===== config.mk =====
export PLATFORM = sky130hd
export DESIGN_NAME = uart_bus_loader
export DESIGN_NICKNAME = d
export VERILOG_FILES = /design/src/rtl/uart_bus_loader.sv
export SDC_FILE = /design/constraint.sdc
export NUM_CORES = 1
export LEC_CHECK = 0
export ABC_CLOCK_PERIOD_IN_PS = 3050
export CAP_MARGIN = 20
export CORE_AREA = 4 4 89 153
export CTS_CLUSTER_SIZE = 40
export DETAILED_ROUTE_END_ITERATION = 7
export DIE_AREA = 0 0 93 157
export PLACE_DENSITY = 0.83
export SLEW_MARGIN = 20
export SYNTH_ARGS = -nofsm -noshare
export SYNTH_HDL_FRONTEND = slang
export SYNTH_SLANG_ARGS = --single-unit

===== constraint.sdc =====
create_clock -name clk -period 3.05 [get_ports clk]
set_clock_uncertainty 0.15 [all_clocks]
set_input_delay 0.61 -clock clk [delete_from_list [all_inputs] [get_ports clk]]
set_output_delay 0.61 -clock clk [all_outputs]
set_load 0.005 [all_outputs]

===== src/rtl/uart_bus_loader.sv =====
// Byte-command bus initiator: turns 'W'/'R' frames from the UART RX stage into
// native memory-bus transactions and streams the response bytes back to TX.
module uart_bus_loader #(
  parameter int BYTE_TIMEOUT = 1_000_000,
  parameter int BUS_TIMEOUT  = 255
) (
  input  logic        clk,
  input  logic        reset,
  input  logic [7:0]  rx_data,
  input  logic        rx_valid,
  output logic [7:0]  tx_data,
  output logic        tx_valid,
  input  logic        tx_ready,
  output logic        mem_valid,
  input  logic        mem_ready,
  output logic [31:0] mem_addr,
  output logic [31:0] mem_wdata,
  output logic [3:0]  mem_wstrb,
  input  logic [31:0] mem_rdata,
  output logic        busy
);

  localparam int BYTE_TW = $clog2(BYTE_TIMEOUT + 1);
  localparam int BUS_TW  = $clog2(BUS_TIMEOUT + 1);

  localparam logic [BYTE_TW-1:0] BYTE_LAST = BYTE_TW'(BYTE_TIMEOUT - 1);
  localparam logic [BYTE_TW-1:0] BYTE_MAX  = BYTE_TW'(BYTE_TIMEOUT);
  localparam logic [BUS_TW-1:0]  BUS_LAST  = BUS_TW'(BUS_TIMEOUT - 1);
  localparam logic [BUS_TW-1:0]  BUS_MAX   = BUS_TW'(BUS_TIMEOUT);

  localparam logic [7:0] CMD_WRITE = 8'h57;
  localparam logic [7:0] CMD_READ  = 8'h52;
  localparam logic [7:0] RSP_OK    = 8'h4B;
  localparam logic [7:0] RSP_ERR   = 8'h45;
  localparam logic [7:0] RSP_BAD   = 8'h3F;

  typedef enum logic [2:0] {
    IDLE,
    ADDR,
    DATA,
    BUS,
    RESP
  } state_t;

  state_t             state;
  state_t             state_next;
  logic [1:0]         byte_cnt;
  logic [31:0]        addr_reg;
  logic [31:0]        data_reg;
  logic               is_write;
  logic [31:0]        resp_buf;
  logic [1:0]         resp_left;
  logic [BYTE_TW-1:0] byte_timer;
  logic [BUS_TW-1:0]  bus_timer;

  logic known_cmd;
  logic byte_expired;
  logic bus_expired;

  // A byte arriving on the expiry cycle wins, so expiry is gated by !rx_valid.
  assign known_cmd    = (rx_data == CMD_WRITE) || (rx_data == CMD_READ);
  assign byte_expired = !rx_valid && (byte_timer == BYTE_LAST);
  assign bus_expired  = !mem_ready && (bus_timer == BUS_LAST);

  always_ff @(posedge clk) begin
    if (reset) state <= IDLE;
    else       state <= state_next;
  end

  always_comb begin
    state_next = state;
    case (state)
      IDLE: begin
        if (rx_valid) state_next = known_cmd ? ADDR : RESP;
      end
      ADDR: begin
        if (rx_valid) begin
          if (byte_cnt == 2'd3) state_next = is_write ? DATA : BUS;
        end else if (byte_expired) begin
          state_next = IDLE;
        end
      end
      DATA: begin
        if (rx_valid) begin
          if (byte_cnt == 2'd3) state_next = BUS;
        end else if (byte_expired) begin
          state_next = IDLE;
        end
      end
      BUS: begin
        if (mem_ready || bus_expired) state_next = RESP;
      end
      RESP: begin
        if (tx_ready && (resp_left == 2'd0)) state_next = IDLE;
      end
      default: state_next = IDLE;
    endcase
  end

  // Field capture, timers and the response shift register; resp_left holds
  // the number of bytes still to send after the one currently on tx_data.
  always_ff @(posedge clk) begin
    if (reset) begin
      byte_cnt   <= '0;
      addr_reg   <= '0;
      data_reg   <= '0;
      is_write   <= 1'b0;
      resp_buf   <= '0;
      resp_left  <= '0;
      byte_timer <= '0;
      bus_timer  <= '0;
    end else begin
      case (state)
        IDLE: begin
          byte_cnt   <= '0;
          byte_timer <= '0;
          bus_timer  <= '0;
          if (rx_valid) begin
            is_write <= (rx_data == CMD_WRITE);
            if (!known_cmd) begin
              resp_buf  <= {24'h0, RSP_BAD};
              resp_left <= 2'd0;
            end
          end
        end
        ADDR: begin
          if (rx_valid) begin
            addr_reg[{byte_cnt, 3'b000} +: 8] <= rx_data;
            byte_cnt   <= byte_cnt + 2'd1;
            byte_timer <= '0;
          end else if (byte_timer != BYTE_MAX) begin
            byte_timer <= byte_timer + 1'b1;
          end
        end
        DATA: begin
          if (rx_valid) begin
            data_reg[{byte_cnt, 3'b000} +: 8] <= rx_data;
            byte_cnt   <= byte_cnt + 2'd1;
            byte_timer <= '0;
          end else if (byte_timer != BYTE_MAX) begin
            byte_timer <= byte_timer + 1'b1;
          end
        end
        BUS: begin
          if (mem_ready) begin
            resp_buf  <= is_write ? {24'h0, RSP_OK} : mem_rdata;
            resp_left <= is_write ? 2'd0 : 2'd3;
          end else if (bus_expired) begin
            resp_buf  <= {24'h0, RSP_ERR};
            resp_left <= 2'd0;
          end else if (bus_timer != BUS_MAX) begin
            bus_timer <= bus_timer + 1'b1;
          end
        end
        RESP: begin
          if (tx_ready) begin
            resp_buf  <= {8'h00, resp_buf[31:8]};
            resp_left <= resp_left - 2'd1;
          end
        end
        default: ;
      endcase
    end
  end

  always_comb begin
    tx_valid  = (state == RESP);
    tx_data   = tx_valid ? resp_buf[7:0] : 8'h00;
    mem_valid = (state == BUS);
    mem_addr  = mem_valid ? (addr_reg & 32'hFFFF_FFFC) : 32'h0;
    mem_wdata = mem_valid ? data_reg : 32'h0;
    mem_wstrb = (mem_valid && is_write) ? 4'hF : 4'h0;
    busy      = (state != IDLE);
  end

endmodule


# Word-level counts from Yosys, hierarchy flattened
# Index checks and enable logic that the tools add are counted.
# word_totals
input_bits	45
wordCells	103
output_inout_bits	79
regBits	132
# classes
reduce_logical	23
eq_ne	24
muxes	40
shift	2
addsub	5
# ops
cell	count
32-bit 2-to-1 mux	8
32-bit one-hot mux with 3 select lines	1
32-bit bitwise mux	2
20-bit 2-to-1 mux	2
20-bit one-hot mux with 2 select lines	1
8-bit 2-to-1 mux	4
8-bit by 7-bit variable shift with 32-bit output, first input constant	1
8-bit by 7-bit indexed part select with 32-bit output	1
3-bit 2-to-1 mux	9
20-bit by 1-bit adder with 20-bit output, second input constant	1
20-bit equality test, second input constant	1
20-bit != test, second input constant	1
8-bit by 7-bit equality test with 1-bit output, second input constant	2
8-bit one-hot mux with 2 select lines	1
3-bit one-hot mux with 5 select lines	1
2-bit 2-to-1 mux	7
2-bit by 1-bit != test with 1-bit output, second input constant	5
2-bit AND reduction	5
5-bit AND reduction	2
8-bit by 1-bit adder with 8-bit output, second input constant	1
8-bit equality test, second input constant	1
2-bit != test, second input constant	4
8-bit != test, second input constant	1
5-bit negator with 7-bit output	1
21 further kinds	31

# Longest topological paths before layout
# Gate-level depths: netlist of the first run.
# depth
depth_word	5
mapped_depth	8
ltp_nobuf	7

# Worst setup path after synthesis of the first run
# OpenSTA, ideal clock, no wires.
# synth_path
kind	input -> register
from	input port rx_valid
to	register state[0]
setup_ns	0.127
required_ns	2.773
cell_stages	5
path_slack_ns	0.645
arrival_time_ns	2.128
path_buffers	0
cell_sequence	or4bb_1 > or4_1 > or4_1 > a32oi_1 > o41ai_1
# synth_between
elab_chain_len	5
elab_cells_between_ends	10
classes_between	eq/ne: 3; mux: 4; reduce/logical: 3
# synth_rtl
item	line	text
from (decl)	10	input logic rx_valid,
1-bit zero test	62	assign byte_expired = !rx_valid && (byte_timer == BYTE_LAST);
1-bit logical AND	62	
3-bit 2-to-1 mux	--	
3-bit 2-to-1 mux, on equally long branches	84, 77	
3-bit one-hot mux with 5 select lines	72	case (state)
to (signal assigned)	67	else state <= state_next;
to (decl)	45	state_t state;
# Parallel ways exist; a longest one is shown, timed or not.
# A chain may end at the register's enable or synchronous reset.

# Worst setup path after layout of the first run
# layout_path
from	register state[1]
to	output port mem_addr[3]
# layout_between
elab_chain_len	2
# layout_rtl
item	line	text
3-bit by 2-bit equality test with 1-bit output	169	mem_valid = (state == BUS);
32-bit 2-to-1 mux	170	mem_addr = mem_valid ? (addr_reg & 32'hFFFF_FFFC) : 32'h0;
to (decl)	16	output logic [31:0] mem_addr,
# Every way passes these cells.

==> results of run 1 <==
[stage by stage]
| step | hold WS (ns) | cells | total power, mW | utilization, % |
|---|---|---|---|---|
| after floorplan | 0.282 | 792 | 2.05 | - |
| after global routing | 0.315 | 1075 | 4.43 | 67.2 |
| after detailed placement | 0.293 | 1043 | 2.23 | 62.2 |
| after CTS | 0.302 | 1075 | 4.31 | 67.2 |
| final | 0.300 | 1075 | 4.29 | 67.2 |
| after global placement | 0.288 | 1043 | 2.22 | 62.2 |
[power breakdown]
| group | switching, mW | internal, mW | total, mW |
|---|---|---|---|
| clock network | 0.752 | 1.33 | 2.08 |
| registers | 0.0301 | 1.75 | 1.78 |
| logic | 0.241 | 0.187 | 0.427 |
[worst reg2reg max path, delay by kind of cell (launching register included)]
family	cells	cell delay, ns
AND/OR/NAND/NOR	3	1.56
flip-flops	1	0.38
AO/OA/AOI/OAI	2	0.27
[cells in the mapped netlist, drive strengths merged (5+ instances only)]
| library cell | number |
|---|---|
| nor3 | 9 |
| nand3 | 46 |
| nor2 | 41 |
| o21ai | 25 |
| inv | 14 |
| and3 | 13 |
| a22oi | 34 |
| clkbuf | 64 |
| o31ai | 7 |
| ha | 9 |
| or3 | 5 |
| buf | 7 |
| a211oi | 25 |
| nand2b | 7 |
| nand4 | 20 |
| xnor2 | 12 |
| nand2 | 89 |
| and2 | 70 |
| xor2 | 7 |
| a21oi | 91 |
| or4 | 7 |
| dfxtp | 130 |
[cell usage in the layout, fill, tap and decap left out, drive strengths merged, types with 5 or more instances in the layout]
cell type and instances:
and2 70, xor2 7, dfxtp 130, nand3 46
a211oi 25, o31ai 7, ha 9, or3 5
a22oi 34, and3 13, nor3 9, nor2 41
buf 34, a21oi 91, nand4 20, nand2b 7
xnor2 12, or4 7, inv 15, nand2 89
o21ai 25, clkinv 7, clkdlybuf4s50 120, clkbuf 20
[final cells by class]
cell class / count / share of cell area [%]
clock buffers: 20 / 5.47
inverters: 14 / 0.629
repair buffers: 154 / 17.7
well taps: 168 / 2.52
multi-input cells: 577 / 40.6
clock inverters: 12 / 1.87
flip-flops and latches: 130 / 31.1
[worst min path at each step]
stage	slack, ns	start	end	cells past startpoint
after CTS	0.30	addr_reg[18]	addr_reg[18]	2
final	0.30	addr_reg[8]	addr_reg[8]	2
after detailed placement	0.29	addr_reg[14]	addr_reg[14]	2
after global routing	0.32	addr_reg[15]	addr_reg[15]	2
after global placement	0.29	resp_buf[4]	resp_buf[4]	1
after floorplan	0.28	addr_reg[10]	addr_reg[10]	2
[routing by layer]
layer,wire length [µm],vias to the layer above,share of wire [%]
met3,886,56,5.0
met4,806,0,4.6
met2,9410,227,54
li1,-,3008,-
met1,6480,2876,37
met5,0,-,0
[cells by family (layout without fill, tap and decap cells)]
group,after synthesis,count (layout),share of synthesized area (%)
AOI/OAI and AO/OA,208,208,20.3
xor gates and xnor gates,19,19,2.63
adders and majority gates,9,9,1.78
buffers and inverters,85,200,5.34
DFF,130,130,41.1
muxes,2,2,0.316
other,1,2,0.0593
and+or+nand+nor,337,337,28.5
==> impl_metrics.sql, run 1 <==
INSERT INTO impl_metrics (metric_group, metric, value, unit) VALUES
('floorplan', 'floorplan.rows', '54', ''),
('cts', 'cts_inserted_buffers', '17', ''),
('sta', 'setup-tns-final', '0', 'ns'),
('routing', 'postRouteWirelength', '17.6', 'mm'),
('cts', 'post_cts.repair.setup_buffers', '0', ''),
('layout', 'synthToLayoutAreaGrowth', '32.1', '%'),
('sta', 'report.final.setup_viol', '0', ''),
('sta', 'number_of_max_slew_violations_in_the_final_report', '0', ''),
('sta', 'slew-limit-headroom', '47.0', '%'),
('layout', 'final_net_count', '948', ''),
('hold_path', 'holdCritPathClass', 'reg2reg', ''),
('global_route', 'grtUsageTotal', '24.2', '%'),
('outcome', 'outcome', 'complete, no violations', ''),
('sta', 'final_period_minus_worst_setup_slack', '2.88', 'ns'),
('global_route', 'grt_pass1_vias', '5944', ''),
('placed_design', 'placement.cell_area', '0.00774', 'mm²'),
('synth', 'synth_enable_flop_cells', '0', ''),
('cts', 'clk_path_buf_depth', '2', ''),
('routing', 'drtPass1Iterations', '5', ''),
('critical_path', 'cp.arrival', '2.12', 'ns'),
('critical_path', 'critPathLaunchType', 'flop', ''),
('floorplan', 'design.core.area', '0.0124', 'mm²'),
('layout', 'antenna_cells_inserted', '0', ''),
('critical_path', 'rr_endpoint', 'state[0]', ''),
('floorplan', 'ios', '124', ''),
('critical_path', 'worst_path_max_delay_cell', 'sky130_fd_sc_hd__clkdlybuf4s50_1', ''),
('layout', 'post_route_cells_drive_above_1_share', '8.16', '%'),
('global_route', 'global_route.overflow_total', '0', ''),
('power', 'max-vdd-ir-drop', '0.455', 'mV'),
('critical_path', 'required', '2.29', 'ns'),
('power', 'static_leak', '2.87', 'nW'),
('sta', 'final_critical_path_setup_slack', '0.168', 'ns'),
('critical_path', 'crit_buf_inv', '2', ''),
('sta', 'achievable-frequency', '0.347', 'GHz'),
('synth', 'synth_largest_type_area_fraction', '41.1', '%'),
('cts', 'clk_pin_slew_worst_paths', '0.05', 'ns'),
('floorplan', 'dieArea', '0.0146', 'mm²'),
('sta', 'tightestPinTransition', '0.787', 'ns'),
('routing', 'route.detailed.drc', '0', ''),
('critical_path', 'critical_path.reg2reg.startpoint', 'byte_timer[10]', ''),
('global_route', 'grt_first_pass_wirelength', '28.5', 'mm'),
('routing', 'vias_per_cell', '5.74', ''),
('routing', 'route.vias.total', '6167', ''),
('critical_path', 'worstRegToRegCells', '5', ''),
('global_route', 'met1_usage', '25.2', '%'),
('floorplan', 'die-width', '93', 'µm'),
('sta', 'unrepaired_setup_endpoints_after_global_routing', 'false', ''),
('synth', 'syn_avg_cell_area', '8.00', 'µm²'),
('critical_path', 'timing.critical_path.cells', 'and3b_1, buf_6, and2_1, clkdlybuf4s50_1', ''),
('routing', 'wl_per_cell', '16.4', 'µm'),
('floorplan', 'initial_utilization', '50.9', '%'),
('placed_design', 'hpwlAfterDp', '12.2', 'mm'),
('layout', 'final_design_area_no_fill', '0.00836', 'mm²'),
('sta', 'hold_viol', '0', ''),
('global_route', 'grt_start_max_net_pins', '83', ''),
('cts', 'clk-insertion-delay-late', '0.41', 'ns'),
('cts', 'post_cts_resized', '0', ''),
('global_route', 'grtUsageMet2', '44.5', '%'),
('synth', 'post_synth_main_area_contributors', 'sky130_fd_sc_hd__dfxtp_1, sky130_fd_sc_hd__a21oi_1, sky130_fd_sc_hd__and2_1', ''),
('critical_path', 'path_max_fanout', '51', ''),
('floorplan', 'die_y', '157', 'µm'),
('critical_path', 'cp_top_family', 'buffers and inverters', ''),
('synth', 'synth_top_cell_by_area', 'sky130_fd_sc_hd__dfxtp_1', ''),
('layout', 'multi_input_comb_area', '0.00339', 'mm²'),
('critical_path', 'crit_path_start', 'state[1]', ''),
('placed_design', 'preCtsSetupSlack', '0.135', 'ns'),
('sta', 'min_period_over_period', '94.5', '%'),
('global_route', 'globalRouteMet3Util', '4.97', '%'),
('global_route', 'antenna_found_initial', '0', ''),
('global_route', 'most_congested_layer_reported_by_global_routing', 'met2', ''),
('placed_design', 'io_buffers', '121', '');
(Power assumes the default switching activity.)
==> inputs of run 2 (changes only) <==
--- a/config.mk
+++ b/config.mk
@@ -12,6 +12,7 @@
 export DETAILED_ROUTE_END_ITERATION = 7
 export DIE_AREA = 0 0 93 157
 export PLACE_DENSITY = 0.83
+export SETUP_SLACK_MARGIN = 0.5
 export SLEW_MARGIN = 20
 export SYNTH_ARGS = -nofsm -noshare
 export SYNTH_HDL_FRONTEND = slang
==> run 2 against run 1 <==
Compared with the run above: register-to-register slack is essentially flat; largest cell class unchanged; non-clock buffer count grew 19; final cell count grew 1.9%; routed wire length grew 11%; via count grew 4.9%; global-route usage grew 1.6 points; sequential power is essentially flat; die area is the same.
==> impl_metrics.sql, run 2 (synthesized netlist as in run 1, its figures left out) <==
INSERT INTO impl_metrics (metric_group, metric, value, unit) VALUES
('layout', 'fillers', '955', ''),
('power', 'p_per_area', '494', 'mW/mm²'),
('power', 'power.combinational.fraction', '10.2', '%'),
('routing', 'route.detailed.drc', '0', ''),
('layout', 'post_route_cells_drive_above_1_share', '16.0', '%'),
('cts', 'clkSinkCount', '130', ''),
('floorplan', 'floorplan.rows', '54', ''),
('critical_path', 'path_max_fanout', '6', ''),
('layout', 'instances_no_fill', '1095', ''),
('critical_path', 'cp.arrival', '1.89', 'ns'),
('power', 'p_switching', '1.04', 'mW'),
('power', 'static_leak', '3.30', 'nW'),
('power', 'power', '4.31', 'mW'),
('sta', 'hold_viol', '0', ''),
('cts', 'tritoncts', 'built', ''),
('routing', 'vias_per_cell', '5.91', ''),
('cts', 'hold_buffers', '0', ''),
('power', 'relative_contribution_of_the_clock_network_to_total_power', '48.6', '%'),
('floorplan', 'die-width', '93', 'µm'),
('outcome', 'outcome', 'complete, no violations', ''),
('hold_path', 'hold_wc_startpoint', 'addr_reg[15]', ''),
('layout', 'leading_cell_type_in_the_layout_fill_and_taps_excluded', 'sky130_fd_sc_hd__dfxtp_1', ''),
('placed_design', 'number_of_placed_instances_with_taps_included', '1043', ''),
('floorplan', 'ios', '124', ''),
('sta', 'unrepaired_setup_endpoints_after_global_routing', 'true', ''),
('global_route', 'grt_pass1_vias', '6226', ''),
('critical_path', 'required', '2.29', 'ns'),
('hold_path', 'hold-path-cell-count', '2', ''),
('layout', 'final_net_count', '968', ''),
('sta', 'setup-tns-final', '0', 'ns'),
('cts', 'ctsHtreeMaxLevel', '4', ''),
('global_route', 'grt_first_pass_wirelength', '30.2', 'mm'),
('global_route', 'grtUsageTotal', '25.8', '%'),
('layout', 'top_library_cells_by_usage_in_the_layout_fill_and_taps_aside', 'sky130_fd_sc_hd__dfxtp_1, sky130_fd_sc_hd__a21oi_1, sky130_fd_sc_hd__nand2_1, sky130_fd_sc_hd__clkdlybuf4s50_1, sky130_fd_sc_hd__and2_1', ''),
('power', 'switching_share', '24.2', '%'),
('critical_path', 'crit_path_class', 'reg2out', ''),
('critical_path', 'r2r_setup_slack', '0.57', 'ns'),
('layout', 'antenna_cells_inserted', '0', ''),
('global_route', 'grt_start_max_net_pins', '83', ''),
('critical_path', 'worst_path_max_delay_cell', 'sky130_fd_sc_hd__dfxtp_4', ''),
('routing', 'route.vias.total', '6472', ''),
('run', 'timing.max_cap.violations', '0', ''),
('hold_path', 'holdCritPathClass', 'reg2reg', ''),
('global_route', 'antenna_found_initial', '0', ''),
('cts', 'clk-insertion-delay-late', '0.42', 'ns'),
('routing', 'wl_per_cell', '17.8', 'µm'),
('placed_design', 'final_replace_weighted_congestion', '0.909', ''),
('floorplan', 'initial_utilization', '50.9', '%'),
('critical_path', 'maximum_cell_stage_delay_along_the_critical_path', '0.35', 'ns'),
('cts', 'cts_inserted_buffers', '17', ''),
('routing', 'postRouteWirelength', '19.5', 'mm'),
('routing', 'drtPass1Iterations', '6', ''),
('power', 'max-vdd-ir-drop', '0.464', 'mV'),
('cts', 'clk_path_buf_depth', '2', ''),
('critical_path', 'timing.critical_path.cells', 'and3b_2, buf_6, buf_6, buf_12, buf_12, clkbuf_16, and2_4, buf_2', ''),
('critical_path', 'element_type_at_the_critical_path_end', 'output pin', ''),
('sta', 'min_period_over_period', '86.8', '%'),
('cts', 'clk_pin_slew_worst_paths', '0.06', 'ns'),
('floorplan', 'design.core.area', '0.0124', 'mm²'),
('sta', 'report.final.setup_viol', '0', ''),
('layout', 'synthToLayoutAreaGrowth', '37.9', '%'),
('sta', 'final_period_minus_worst_setup_slack', '2.65', 'ns'),
('layout', 'multi_input_comb_area', '0.00349', 'mm²'),
('floorplan', 'die_y', '157', 'µm'),
('layout', 'seqCellArea', '0.00261', 'mm²'),
('sta', 'timing.hold.ws', '0.300', 'ns'),
('critical_path', 'rr_endpoint', 'state[0]', ''),
('sta', 'number_of_max_slew_violations_in_the_final_report', '0', ''),
('critical_path', 'critPathLaunchType', 'flop', ''),
('floorplan', 'dieArea', '0.0146', 'mm²'),
('power', 'power.share.sequential', '41.2', '%'),
('routing', 'drt-initial-drc-count', '449', ''),
('sta', 'tightestPinTransition', '0.780', 'ns'),
('sta', 'slew-limit-headroom', '47.5', '%'),
('global_route', 'global_route.overflow_total', '0', ''),
('cts', 'clk_root_buffer_cell', 'sky130_fd_sc_hd__clkbuf_16', ''),
('power', 'p_int', '3.27', 'mW'),
('critical_path', 'critical_path.reg2reg.startpoint', 'byte_timer[10]', ''),
('hold_path', 'hold-path-endpoint', 'addr_reg[15]', ''),
('sta', 'final_critical_path_setup_slack', '0.403', 'ns'),
('placed_design', 'hpwlAfterDp', '12.2', 'mm'),
('critical_path', 'worstRegToRegCells', '5', ''),
('placed_design', 'io_buffers', '121', ''),
('routing', 'postRouteAntennaNets', '0', ''),
('sta', 'achievable-frequency', '0.378', 'GHz'),
('placed_design', 'preCtsSetupSlack', '0.135', 'ns');
run 2: cell count changes in the layout (fill, tap and decap cells not counted), moves of 4 or more:
cell                              change
sky130_fd_sc_hd__clkdlybuf4s50_1     -68
sky130_fd_sc_hd__buf_4                +6
sky130_fd_sc_hd__buf_6               +16
sky130_fd_sc_hd__and2_4              +19
sky130_fd_sc_hd__dlygate4sd2_1       +16
sky130_fd_sc_hd__clkdlybuf4s15_1     +24
sky130_fd_sc_hd__and2_1              -19
sky130_fd_sc_hd__buf_2               +11
sky130_fd_sc_hd__buf_12               +4
run 2: power groups by stage:
stage / combinational, mW / clock, mW / sequential, mW
final: 0.438 / 2.10 / 1.78
after global routing: 0.474 / 2.19 / 1.78
after CTS: 0.425 / 2.11 / 1.78
after detailed placement: 0.420 / 0 / 1.81
after global placement: 0.414 / 0 / 1.81
after floorplan: 0.244 / 0 / 1.81
run 2: repair_timing:
item / 4_1_cts / 5_1_grt
endpoints found under the setup margin: 77 / 58
resized for setup: 166 / 63
gates cloned: 4 / 2
setup buffers: 11 / 3
pin swaps: 1 / 14
run 2: area by class of cell:
class                      instances  share of cell area [%]
multi-input combinational        578                    40.0
sequential                       130                    29.9
timing repair buffer             173                    20.0
tap                              168                    2.41
inverter                          14                   0.646
clock inverter                    12                    1.79
clock buffer                      20                    5.24
run 2: stage by stage:
step | utilization (%) | area (µm²)
after floorplan | - | 6330
after global placement | 62.2 | 7740
after detailed placement | 62.2 | 7740
after CTS | 68.1 | 8470
after global routing | 70.1 | 8720
final | 70.1 | 8720
run 2: how the worst max path moves through the flow:
| stage | from | endpoint | slack (ns) | depth (start not counted) |
|---|---|---|---|---|
| 2_1_floorplan | rx_valid | state[0] | 0.64 | 5 |
| 3_3_place_gp | rx_valid | state[0] | 0.17 | 6 |
| 3_5_place_dp | rx_valid | state[0] | 0.14 | 6 |
| 4_1_cts | state[0] | mem_wdata[27] | 0.40 | 7 |
| 5_1_grt | state[1] | tx_data[1] | 0.36 | 4 |
| 6_report | state[1] | mem_addr[28] | 0.40 | 8 |
run 2: critical path, delay by kind of cell (launching register included):
| family | cells | cell delay (ns) |
|---|---|---|
| AND/OR/NAND/NOR | 2 | 0.37 |
| buffers and inverters | 6 | 0.75 |
| flip-flops | 1 | 0.35 |
run 2: routing by layer:
layer / vias to the layer above / GRT usage, % / share of wire (%)
met5: - / 0 / 0
li1: 3053 / - / -
met2: 301 / 48.3 / 54
met4: 0 / 14.8 / 5.5
met1: 3038 / 26.1 / 35
met3: 80 / 5.16 / 5.3
==> inputs of run 3 (changes only) <==
--- a/config.mk
+++ b/config.mk
@@ -8,10 +8,9 @@
 export ABC_CLOCK_PERIOD_IN_PS = 3050
 export CAP_MARGIN = 20
 export CORE_AREA = 4 4 89 153
-export CTS_CLUSTER_SIZE = 40
 export DETAILED_ROUTE_END_ITERATION = 7
 export DIE_AREA = 0 0 93 157
-export PLACE_DENSITY = 0.83
+export PLACE_DENSITY = 0.89
 export SETUP_SLACK_MARGIN = 0.5
 export SLEW_MARGIN = 20
 export SYNTH_ARGS = -nofsm -noshare
==> run 3 against run 2 <==
Compared with the run above: fmax decreased by 0.78%; die area unchanged; clock power about the same; total power decreased by 0.67%; largest power group unchanged.
==> impl_metrics.sql, run 3 (synthesized netlist as in run 1, its figures left out) <==
INSERT INTO impl_metrics (metric_group, metric, value, unit) VALUES
('cts', 'clk-insertion-delay-late', '0.42', 'ns'),
('sta', 'slew-limit-headroom', '44.3', '%'),
('power', 'static_leak', '3.36', 'nW'),
('routing', 'postRouteWirelength', '19.7', 'mm'),
('critical_path', 'rr_endpoint', 'state[0]', ''),
('global_route', 'global_route.overflow_total', '0', ''),
('global_route', 'grtUsageMet2', '49.1', '%'),
('critical_path', 'worstRegToRegCells', '5', ''),
('routing', 'postRouteAntennaNets', '0', ''),
('sta', 'hold_viol', '0', ''),
('sta', 'final_period_minus_worst_setup_slack', '2.67', 'ns'),
('cts', 'cts_inserted_buffers', '17', ''),
('floorplan', 'floorplan.rows', '54', ''),
('placed_design', 'number_of_placed_instances_with_taps_included', '1044', ''),
('critical_path', 'required', '2.29', 'ns'),
('routing', 'wl_per_cell', '18.0', 'µm'),
('layout', 'multi_input_comb_area', '0.00343', 'mm²'),
('layout', 'seqCellArea', '0.00261', 'mm²'),
('sta', 'tightestPinTransition', '0.827', 'ns'),
('layout', 'instances_no_fill', '1091', ''),
('global_route', 'grt_pass1_vias', '6409', ''),
('run', 'timing.max_cap.violations', '0', ''),
('power', 'p_per_area', '500', 'mW/mm²'),
('layout', 'leading_cell_type_in_the_layout_fill_and_taps_excluded', 'sky130_fd_sc_hd__dfxtp_1', ''),
('hold_path', 'hold-path-endpoint', 'data_reg[13]', ''),
('placed_design', 'io_buffers', '121', ''),
('layout', 'top_library_cells_by_usage_in_the_layout_fill_and_taps_aside', 'sky130_fd_sc_hd__dfxtp_1, sky130_fd_sc_hd__a21oi_1, sky130_fd_sc_hd__nand2_1, sky130_fd_sc_hd__clkdlybuf4s50_1, sky130_fd_sc_hd__and2_1', ''),
('power', 'max-vdd-ir-drop', '0.387', 'mV'),
('critical_path', 'r2r_setup_slack', '0.56', 'ns'),
('sta', 'report.final.setup_viol', '0', ''),
('cts', 'clk_pin_slew_worst_paths', '0.05', 'ns'),
('sta', 'achievable-frequency', '0.375', 'GHz'),
('placed_design', 'final_replace_weighted_congestion', '0.910', ''),
('global_route', 'grt_start_max_net_pins', '66', ''),
('floorplan', 'die-width', '93', 'µm'),
('critical_path', 'timing.critical_path.cells', 'and3b_2, buf_12, and2_4, clkdlybuf4s50_1', ''),
('cts', 'ctsHtreeMaxLevel', '4', ''),
('placed_design', 'preCtsSetupSlack', '0.134', 'ns'),
('outcome', 'outcome', 'complete, no violations', ''),
('hold_path', 'holdCritPathClass', 'reg2reg', ''),
('routing', 'route.vias.total', '6525', ''),
('sta', 'setup-tns-final', '0', 'ns'),
('cts', 'hold_buffers', '0', ''),
('critical_path', 'maximum_cell_stage_delay_along_the_critical_path', '0.50', 'ns'),
('layout', 'fillers', '968', ''),
('floorplan', 'initial_utilization', '50.9', '%'),
('global_route', 'antenna_found_initial', '0', ''),
('floorplan', 'ios', '124', ''),
('critical_path', 'element_type_at_the_critical_path_end', 'output pin', ''),
('layout', 'post_route_cells_drive_above_1_share', '13.0', '%'),
('critical_path', 'worst_path_max_delay_cell', 'sky130_fd_sc_hd__clkdlybuf4s50_1', ''),
('critical_path', 'path_max_fanout', '18', ''),
('layout', 'final_core_util', '68.9', '%'),
('cts', 'clkSinkCount', '130', ''),
('cts', 'clk_root_buffer_cell', 'sky130_fd_sc_hd__clkbuf_16', ''),
('floorplan', 'dieArea', '0.0146', 'mm²'),
('hold_path', 'hold-path-cell-count', '2', ''),
('critical_path', 'crit_path_class', 'reg2out', ''),
('routing', 'drtPass1Iterations', '5', ''),
('global_route', 'grt_first_pass_wirelength', '31.2', 'mm'),
('sta', 'final_critical_path_setup_slack', '0.382', 'ns'),
('critical_path', 'critical_path.reg2reg.startpoint', 'byte_timer[8]', ''),
('critical_path', 'cp.arrival', '1.91', 'ns'),
('sta', 'number_of_max_slew_violations_in_the_final_report', '0', ''),
('routing', 'vias_per_cell', '5.98', ''),
('routing', 'route.detailed.drc', '0', ''),
('floorplan', 'design.core.area', '0.0124', 'mm²'),
('cts', 'clk_path_buf_depth', '2', ''),
('global_route', 'globalRouteMet3Util', '4.73', '%'),
('layout', 'antenna_cells_inserted', '0', ''),
('cts', 'tritoncts', 'built', ''),
('sta', 'min_period_over_period', '87.5', '%'),
('critical_path', 'crit_path_start', 'state[0]', ''),
('placed_design', 'hpwlAfterDp', '12.4', 'mm'),
('global_route', 'met1_usage', '27.1', '%'),
('global_route', 'most_congested_layer_reported_by_global_routing', 'met2', ''),
('global_route', 'grtUsageTotal', '26.9', '%'),
('floorplan', 'die_y', '157', 'µm'),
('critical_path', 'critPathLaunchType', 'flop', ''),
('layout', 'synthToLayoutAreaGrowth', '35.4', '%'),
('routing', 'drt-initial-drc-count', '463', ''),
('layout', 'final_net_count', '964', ''),
('sta', 'unrepaired_setup_endpoints_after_global_routing', 'true', ''),
('hold_path', 'hold_wc_startpoint', 'data_reg[13]', '');
run 3: worst max path at each step:
stage,end,depth (start not counted),slack [ns]
floorplan,state[0],5,0.64
global placement,state[0],6,0.17
detailed placement,state[1],6,0.13
CTS,mem_wdata[8],5,0.35
global route,mem_wstrb[0],4,0.34
finish,mem_wstrb[2],4,0.38
run 3: layout make-up:
class	count	area share [%]
flip-flops and latches	130	30.5
well taps	168	2.45
multi-input cells	577	40.0
repair buffers	170	19.2
inverters	14	0.614
clock inverters	8	1.15
clock buffers	24	5.98
run 3: metal layers:
layer,vias up,wire length [µm]
li1,3040,-
met3,103,1180
met5,-,0
met1,3052,6680
met4,0,1310
met2,330,10500
run 3: through the flow:
stage	instance area, µm²	hold WS (ns)	power (mW)
final	8560	0.298	4.28
after floorplan	6330	0.282	2.05
after global placement	7750	0.288	2.22
after detailed placement	7750	0.293	2.23
after CTS	8550	0.300	4.27
after global routing	8560	0.317	4.42
run 3: critical path, delay by kind of cell (launching register included):
family / cells / cell delay, ns
flip-flops: 1 / 0.38
buffers and inverters: 2 / 0.67
AND/OR/NAND/NOR: 2 / 0.44
run 3: timing repair:
| item | CTS | global route |
|---|---|---|
| gates resized for setup | 49 | 52 |
| buffers inserted | 9 | 2 |
| gates cloned | 4 | 0 |
| pin swaps | 2 | 1 |
| endpoints found under the setup margin | 80 | 64 |
run 3: power breakdown:
part / internal (mW) / switching, mW / leakage, nW
Combinational: 0.187 / 0.252 / 2.01
Clock: 1.33 / 0.739 / 0.298
Sequential: 1.75 / 0.0296 / 1.06
Total: 3.26 / 1.02 / 3.36
